### src/rtl/uart_pkg.sv
// Shared UART definitions: transmitter FSM states, bit timing helper and
// frame geometry, common to the transmitter and the receiver.
package uart_pkg;

  localparam int UART_DATA_BITS = 8;

  typedef enum logic [1:0] {
    IDLE,
    START_BIT,
    DATA_BITS,
    STOP_BIT
  } uart_tx_state_t;

  function automatic int clks_per_bit(input int clk_freq, input int baud);
    return clk_freq / baud;
  endfunction

endpackage

### src/rtl/uart_tx_fifo.sv
// Byte FIFO in front of the transmitter; first-word-fall-through, so pop_data
// always shows the oldest entry whenever the FIFO is non-empty.
module uart_tx_fifo
  import uart_pkg::*;
#(
  parameter int DEPTH = 16
) (
  input  logic                      clk,
  input  logic                      reset,
  input  logic                      push,
  input  logic [UART_DATA_BITS-1:0] push_data,
  input  logic                      pop,
  output logic [UART_DATA_BITS-1:0] pop_data,
  output logic                      full,
  output logic                      empty,
  output logic [$clog2(DEPTH):0]    count
);

  localparam int AW = $clog2(DEPTH);

  logic [UART_DATA_BITS-1:0] mem_q [DEPTH];
  logic [AW:0] wr_ptr_q, wr_ptr_d;
  logic [AW:0] rd_ptr_q, rd_ptr_d;
  logic        do_push;
  logic        do_pop;

  // Pointers carry one extra wrap bit so full and empty are distinguishable.
  always_comb begin
    count    = wr_ptr_q - rd_ptr_q;
    full     = (count == (AW + 1)'(DEPTH));
    empty    = (count == '0);
    do_push  = push && !full;
    do_pop   = pop && !empty;
    wr_ptr_d = do_push ? wr_ptr_q + 1'b1 : wr_ptr_q;
    rd_ptr_d = do_pop ? rd_ptr_q + 1'b1 : rd_ptr_q;
    pop_data = mem_q[rd_ptr_q[AW-1:0]];
  end

  always_ff @(posedge clk) begin
    if (do_push) begin
      mem_q[wr_ptr_q[AW-1:0]] <= push_data;
    end
  end

  always_ff @(posedge clk) begin
    if (reset) begin
      wr_ptr_q <= '0;
      rd_ptr_q <= '0;
    end else begin
      wr_ptr_q <= wr_ptr_d;
      rd_ptr_q <= rd_ptr_d;
    end
  end

endmodule

### src/rtl/uart_transmitter.sv
// UART transmitter: buffers bytes from a valid/ready stream and shifts them
// out as 8N1 frames, LSB first, back-to-back while the FIFO holds data.
module uart_transmitter
  import uart_pkg::*;
#(
  parameter int CLK_FREQ   = 25000000,
  parameter int BAUD_RATE  = 115200,
  parameter int FIFO_DEPTH = 16
) (
  input  logic                        clk,
  input  logic                        reset,
  input  logic [7:0]                  tx_data,
  input  logic                        tx_valid,
  output logic                        tx_ready,
  output logic                        tx,
  output logic                        tx_busy,
  output logic [$clog2(FIFO_DEPTH):0] fifo_count
);

  localparam int          CLKS_PER_BIT = clks_per_bit(CLK_FREQ, BAUD_RATE);
  localparam logic [15:0] LAST_CLK     = 16'(CLKS_PER_BIT - 1);
  localparam logic [2:0]  LAST_BIT     = 3'(UART_DATA_BITS - 1);

  uart_tx_state_t state_q, state_d;
  logic [15:0]    clock_count_q, clock_count_d;
  logic [2:0]     bit_index_q, bit_index_d;
  logic [7:0]     shift_q, shift_d;
  logic           tx_q, tx_d;
  logic           busy_q, busy_d;
  logic           fifo_pop;
  logic           fifo_full;
  logic           fifo_empty;
  logic [7:0]     fifo_rd_data;

  uart_tx_fifo #(
    .DEPTH(FIFO_DEPTH)
  ) u_fifo (
    .clk      (clk),
    .reset    (reset),
    .push     (tx_valid),
    .push_data(tx_data),
    .pop      (fifo_pop),
    .pop_data (fifo_rd_data),
    .full     (fifo_full),
    .empty    (fifo_empty),
    .count    (fifo_count)
  );

  assign tx_ready = !fifo_full;
  assign tx       = tx_q;
  assign tx_busy  = busy_q;

  // The line level is registered from the current state, so tx trails the
  // state register by one cycle while every bit still lasts CLKS_PER_BIT.
  always_comb begin
    state_d       = state_q;
    clock_count_d = clock_count_q;
    bit_index_d   = bit_index_q;
    shift_d       = shift_q;
    fifo_pop      = 1'b0;
    tx_d          = 1'b1;
    case (state_q)
      IDLE: begin
        tx_d = 1'b1;
        if (!fifo_empty) begin
          fifo_pop      = 1'b1;
          shift_d       = fifo_rd_data;
          clock_count_d = '0;
          bit_index_d   = '0;
          state_d       = START_BIT;
        end
      end
      START_BIT: begin
        tx_d = 1'b0;
        if (clock_count_q == LAST_CLK) begin
          clock_count_d = '0;
          state_d       = DATA_BITS;
        end else begin
          clock_count_d = clock_count_q + 16'd1;
        end
      end
      DATA_BITS: begin
        tx_d = shift_q[bit_index_q];
        if (clock_count_q == LAST_CLK) begin
          clock_count_d = '0;
          if (bit_index_q == LAST_BIT) begin
            state_d = STOP_BIT;
          end else begin
            bit_index_d = bit_index_q + 3'd1;
          end
        end else begin
          clock_count_d = clock_count_q + 16'd1;
        end
      end
      STOP_BIT: begin
        tx_d = 1'b1;
        if (clock_count_q == LAST_CLK) begin
          clock_count_d = '0;
          if (!fifo_empty) begin
            fifo_pop    = 1'b1;
            shift_d     = fifo_rd_data;
            bit_index_d = '0;
            state_d     = START_BIT;
          end else begin
            state_d = IDLE;
          end
        end else begin
          clock_count_d = clock_count_q + 16'd1;
        end
      end
      default: begin
        tx_d    = 1'b1;
        state_d = IDLE;
      end
    endcase
    // state_q term covers the stop bit still on the lagging tx register;
    // a non-empty FIFO in IDLE always pops, so state_d covers the drain case.
    busy_d = (state_d != IDLE) || (state_q != IDLE) || !fifo_empty ||
             (tx_valid && !fifo_full);
  end

  always_ff @(posedge clk) begin
    if (reset) begin
      state_q       <= IDLE;
      clock_count_q <= '0;
      bit_index_q   <= '0;
      shift_q       <= '0;
      tx_q          <= 1'b1;
      busy_q        <= 1'b0;
    end else begin
      state_q       <= state_d;
      clock_count_q <= clock_count_d;
      bit_index_q   <= bit_index_d;
      shift_q       <= shift_d;
      tx_q          <= tx_d;
      busy_q        <= busy_d;
    end
  end

endmodule
### config.mk
export PLATFORM = sky130hd
export DESIGN_NAME = uart_transmitter
export DESIGN_NICKNAME = d
export VERILOG_FILES = /design/src/rtl/uart_pkg.sv /design/src/rtl/uart_tx_fifo.sv /design/src/rtl/uart_transmitter.sv
export SDC_FILE = /design/constraint.sdc
export NUM_CORES = 1
export LEC_CHECK = 0
export CAP_MARGIN = 20
export CORE_UTILIZATION = 48
export CTS_CLUSTER_DIAMETER = 150
export CTS_CLUSTER_SIZE = 12
export DETAILED_ROUTE_END_ITERATION = 8
export GPL_TIMING_DRIVEN = 0
export PLACE_DENSITY = 0.64
export SKIP_CTS_REPAIR_TIMING = 1
export SYNTH_ARGS = -nofsm -noshare
export SYNTH_HDL_FRONTEND = slang
export SYNTH_HIERARCHICAL = 1
export SYNTH_SLANG_ARGS = --single-unit
### constraint.sdc
create_clock -name clk -period 2.6 [get_ports clk]
set_input_delay 0.52 -clock clk [delete_from_list [all_inputs] [get_ports clk]]
set_output_delay 0.52 -clock clk [all_outputs]
set_load 0.005 [all_outputs]
==> results of run 1 <==
-- how the worst max path moves through the flow --
stage / slack [ns] / cells past startpoint / to
2_1_floorplan: -0.09 / 12 / flip-flop
3_3_place_gp: -0.59 / 9 / tx_ready
3_5_place_dp: -0.61 / 9 / tx_ready
4_1_cts: -1.10 / 9 / tx_ready
5_1_grt: -0.59 / 9 / tx_ready
6_report: -0.46 / 9 / tx_ready
-- metrics by stage --
stage                     instances  hold WS (ns)  power [mW]
final                           781         0.480        8.87
after global routing            781         0.501        9.22
after CTS                       759         0.484        8.32
after detailed placement        727         0.473        5.69
after global placement          727         0.461        5.63
after floorplan                 498         0.445        5.01
-- logic make-up after synthesis --
group,share of synthesized area [%]
DFF,62.5
and+or+nand+nor,10.5
AOI/OAI and AO/OA,6.43
muxes,14.8
adders and majority gates,3.06
xor gates and xnor gates,0.577
buffers and inverters,2.14
-- state kept, by name, summed over array words and instances, names as in the netlist, named ones only --
name	cells
bit_index_q	3
u_fifo/wr_ptr_q	5
tx	1
u_fifo/rd_ptr_q	5
state_q	2
tx_busy	1
u_fifo/mem_q	128
shift_q	8
clock_count_q	16
-- critical path, stage by stage (launching register included) --
cell      delay, ns
dfxtp_4        0.37
inv_4          0.05
ha_4           0.15
inv_2          0.05
fa_2           0.44
nand3b_1       0.18
a211o_1        0.28
a211oi_4       0.41
inv_2          0.07
clkbuf_2       0.12
-- layout by cell type, fill, tap and decap left out, drive strengths merged, types with 6 or more instances in the layout --
master and count:
edfxtp 128, dfxtp 45, mux4 42, buf 33, inv 30, clkbuf 28, nand2b 25, nand2 22
ha 17, nor2 16, clkdlybuf4s50 15, and3 15, o21ai 14, mux2i 12, a21oi 11, nand3 10
a31oi 9, or3 8, nor2b 7, nand4 6
-- power by group --
group / switching, mW / total, mW / internal (mW) / leakage [nW]
registers: 0.113 / 3.26 / 3.14 / 1.52
logic: 1.40 / 2.97 / 1.57 / 1.20
clock network: 1.17 / 2.64 / 1.47 / 0.305
-- layout make-up --
class / instances / share of cell area, %
Sequential cell: 173 / 51.7
Multi-Input combinational cell: 284 / 32.4
Clock buffer: 17 / 4.62
Timing Repair Buffer: 40 / 4.33
Tap cell: 211 / 2.87
Clock inverter: 15 / 2.08
Buffer: 21 / 1.17
Inverter: 20 / 0.843
-- per-layer routing --
metal  share of wire [%]  vias up
met5                   0        -
met4                 1.6        0
met3                 2.9       21
met2                  51      105
met1                  44     2306
li1                    -     2095
==> flow_summary.ini, run 1 <==
[power_and_ir_drop]
leakagePower_nw = 3.03
vdd_drop_max_mv = 0.528
powerDensity_nw_per_um2 = 964

[synthesis]
syn_nets = 527
synth_seq_area_share_pct = 62.5
synth_commonest_cells = edfxtp_1, dfxtp_1, mux4_2, nand2b_1
yosysMostFrequentCell = edfxtp_1
ys_top_cells_by_area = edfxtp_1, mux4_2, dfxtp_1
async_flop_share_pct = 0
ys_types = 67
syn_avg_cell_area_um2 = 15.2
postSynthCellCount = 498
synth_ff_type = edfxtp_1
synth_area_leader_cell = edfxtp_1
ys.warnings.count = 6
ys_seq_elements = 173
synth_edf_count = 128
synth.top_cell.area_share_pct = 50.6
synthesis.area_um2 = 7590

[clock_tree]
clkTransAtPathRegs_ns = 0.07
clockBufferDepth = 2
htree_levels = 4
numCtsBuffers = 17
cts_tree = yes
cts_root_buf = clkbuf_16
cts_sinks = 173
clk_latency_ns = 0.43

[flow_run]
cap_violations = 0

[drt]
avgRoutedWirePerCell_um = 20.4
drt_pass1_iterations = 5
antenna_left = 0
drt_wl_total_um = 15900
via_per_inst = 5.80
vias = 4527
drt_iter0_markers = 388
drc_errors = 0

[timing]
drv_slew = 0
setup_viol = 144
slew_headroom_pct = 39.7
worst_pin_slew_ns = 0.882
finalHoldViolCount = 0
finClkSkew_ns = 0.0122
min_period_ns = 3.06
max_clock_freq_mhz = 326
period_share_pct = 118
rsz0062_at_grt = true
worst_slack_ns = -0.463
fin_tns_setup_ns = -19.99

[cells_and_area]
nFillCells = 1175
nNetsFinal = 586
diodes = 0
seqCellArea_um2 = 4750
fin_util_pct = 60.1
area_delta_synth_final_pct = 21.1
multi_input_area_um2 = 2980
finalInstanceArea_um2 = 9200
drive_gt1_share_pct = 30.4

[die]
fp.dieH_um = 128
die-area_um2 = 16300
io_pins = 19
start_util_pct = 49.6
rows = 45
die_w_um = 128
coreArea_um2 = 15300

[global_routing]
met3_usage_pct = 4.26
grt_usage_pct = 20.5
grtUsageMet1_pct = 27.0
antenna_found_initial = 0
met2_usage_pct = 33.7
grt_overflow = 0
grt_pass1_wl_um = 24500
grt_busiest_layer = met2
grt_max_degree = 19
grt_pass1_vias = 4471

[critical_path]
worstPathMaxFanout = 6
critPathKind = flip-flop to output pin
critPathCaptureType = output pin
worstReg2RegStart = u_fifo/wr_ptr_q[0]
arrival_ns = 2.54
r2r_setup_slack_ns = -0.20
crit_path_start_kind = flip-flop
cp.required_ns = 2.08
crit_start = u_fifo/wr_ptr_q[0]
rr_endpoint = u_fifo/mem_q[0][3]
r2r_cells = 11

[min_path]
holdPathStages = 2
hold_path_class = flip-flop to flip-flop
whs_endpoint = shift_q[5]
hp-start = shift_q[5]

[placed_design]
gp_congestion = 0.871
place_hpwl_um = 10400
placed_cell_area_um2 = 8180
dp_slack_ns = -0.614
portBuffers = 18

[status]
status = finished, violations left
violations = negative setup slack
(Power assumes the default switching activity.)
==> run 2: changes to the inputs <==
--- a/config.mk
+++ b/config.mk
@@ -6,12 +6,13 @@
 export NUM_CORES = 1
 export LEC_CHECK = 0
 export CAP_MARGIN = 20
-export CORE_UTILIZATION = 48
+export CORE_UTILIZATION = 46
 export CTS_CLUSTER_DIAMETER = 150
 export CTS_CLUSTER_SIZE = 12
 export DETAILED_ROUTE_END_ITERATION = 8
 export GPL_TIMING_DRIVEN = 0
-export PLACE_DENSITY = 0.64
+export HOLD_SLACK_MARGIN = 0.12
+export PLACE_DENSITY = 0.62
 export SKIP_CTS_REPAIR_TIMING = 1
 export SYNTH_ARGS = -nofsm -noshare
 export SYNTH_HDL_FRONTEND = slang
==> run 2 against run 1 <==
The flow still finishes with violations (negative setup slack). Worst setup slack gained 0.13 ns. Die area up 4.3%. Clock power fell by 10%. Register-to-register slack gained 0.03 ns. Core utilization shrank 3.3 points. Non-clock buffer count fell by 5. Sequential share of layout area is 0.70 points higher. Largest cell class unchanged. Largest power group unchanged. Highest routed layer unchanged.
==> flow_summary.ini, run 2 (synthesis gave the netlist of run 1 again) <==
[clock_tree]
htree_levels = 4
cts_sinks = 173
numCtsBuffers = 17
cts_tree = yes
clkTransAtPathRegs_ns = 0.07
clockBufferDepth = 2
cts_root_buf = clkbuf_16
clk_latency_ns = 0.42

[die]
rows = 46
coreArea_um2 = 16000
start_util_pct = 47.5
fp.dieH_um = 130
die-area_um2 = 17000
io_pins = 19
die_w_um = 130

[timing]
worst_slack_ns = -0.336
setup_viol = 113
hold_slack_ns = 0.475
slew_headroom_pct = 47.7
drv_slew = 0
max_clock_freq_mhz = 341
worst_pin_slew_ns = 0.765
min_period_ns = 2.94
rsz0062_at_grt = true
finalHoldViolCount = 0
finClkSkew_ns = 0.0118
period_share_pct = 113

[drt]
drt_iter0_markers = 373
drt_wl_total_um = 15200
drt_pass1_iterations = 4
antenna_left = 0
avgRoutedWirePerCell_um = 19.4
vias = 4438
drc_errors = 0
via_per_inst = 5.68

[global_routing]
grt_max_degree = 18
grt_overflow = 0
grt_pass1_wl_um = 23500
antenna_found_initial = 0
grt_usage_pct = 19.2
grt_pass1_vias = 4250

[flow_run]
cap_violations = 0

[critical_path]
path_delay_family = adder cells
cp.required_ns = 2.08
crit_path_start_kind = flip-flop
arrival_ns = 2.42
critPathBufInv = 4
max_stage_delay_ns = 0.45
path_common_cell = inv_2
critPathCaptureType = output pin
critPathKind = flip-flop to output pin
worstPathMaxFanout = 4
cpMaxStageDelayCell = fa_2
crit_chain = inv_4 > ha_4 > inv_2 > fa_2 > nor3b_2 > nand4b_1 > a211oi_4 > inv_2 > clkbuf_2

[cells_and_area]
drive_gt1_share_pct = 29.6
stdcell_count = 781
area_delta_synth_final_pct = 19.7
diodes = 0
nNetsFinal = 581
layout_common_cells = edfxtp_1, mux4_2, dfxtp_1
layout.cells.most_common = edfxtp_1
fin_util_pct = 56.8
largest_reg_flops = 128

[placed_design]
gp_congestion = 0.810
portBuffers = 18
place_hpwl_um = 10300
placed_cells = 732

[power_and_ir_drop]
leakagePower_nw = 2.99
vdd_drop_max_mv = 0.711
powerDensity_nw_per_um2 = 929

[status]
status = finished, violations left
violations = negative setup slack

[min_path]
hold_path_class = flip-flop to flip-flop
## run 2: cell types whose count changed in the layout (fill, tap and decap cells not counted), moves of 3 or more
cell        change
buf_6           -3
clkinvlp_4      +3
dfxtp_1         -3
inv_8           -3
## run 2: where the power goes
group / leakage (nW) / internal [mW] / switching (mW)
registers: 1.53 / 3.15 / 0.112
clock network: 0.263 / 1.28 / 1.09
logic: 1.20 / 1.47 / 1.34
total: 2.99 / 5.89 / 2.55
## run 2: worst register-to-register path, stage by stage (launching register included)
cell and delay [ns]:
dfxtp_4 0.36, inv_4 0.06, ha_4 0.12, inv_2 0.03, fa_2 0.54, nand3b_1 0.12
a211o_1 0.20, a211oi_4 0.09, buf_4 0.18, nor2b_2 0.25, buf_6 0.19, and3_4 0.30
## run 2: area by class of cell
class                   instances  area (µm²)
multi-input cells             284        2970
plain buffers                  21         108
inverters                      20        77.6
flip-flops and latches        173        4760
fillers                      1312        6910
clock buffers                  20         447
repair buffers                 35         354
clock inverters                12         105
well taps                     216         270
## run 2: layer usage
| layer | vias to the layer above | part of all wire, % | track usage [%] |
|---|---|---|---|
| li1 | 2078 | - | - |
| met5 | - | 0 | 0 |
| met1 | 2265 | 46 | 26.8 |
| met4 | 0 | 0.72 | 5.68 |
| met3 | 10 | 3.4 | 4.52 |
| met2 | 85 | 50 | 30.3 |
## run 2: per-stage QoR
step / worst slack (ns) / power, mW / instance area (µm²) / setup TNS [ns]
2_1_floorplan: -0.0853 / 5.01 / 7740 / -5.50
3_3_place_gp: -0.574 / 5.64 / 8190 / -35.23
3_5_place_dp: -0.623 / 5.69 / 8190 / -42.93
4_1_cts: -1.09 / 8.07 / 8740 / -46.69
5_1_grt: -0.469 / 8.81 / 9090 / -28.66
6_report: -0.336 / 8.44 / 9090 / -12.22
## run 2: path summary, 6_finish.rpt
kind                       from  depth (start not counted)  slack, ns                 end
max          u_fifo/wr_ptr_q[0]                          9      -0.34            tx_ready
min                  shift_q[2]                          2       0.47          shift_q[2]
max reg2reg  u_fifo/wr_ptr_q[0]                         11      -0.17  u_fifo/mem_q[2][2]
min reg2reg          shift_q[2]                          2       0.47          shift_q[2]
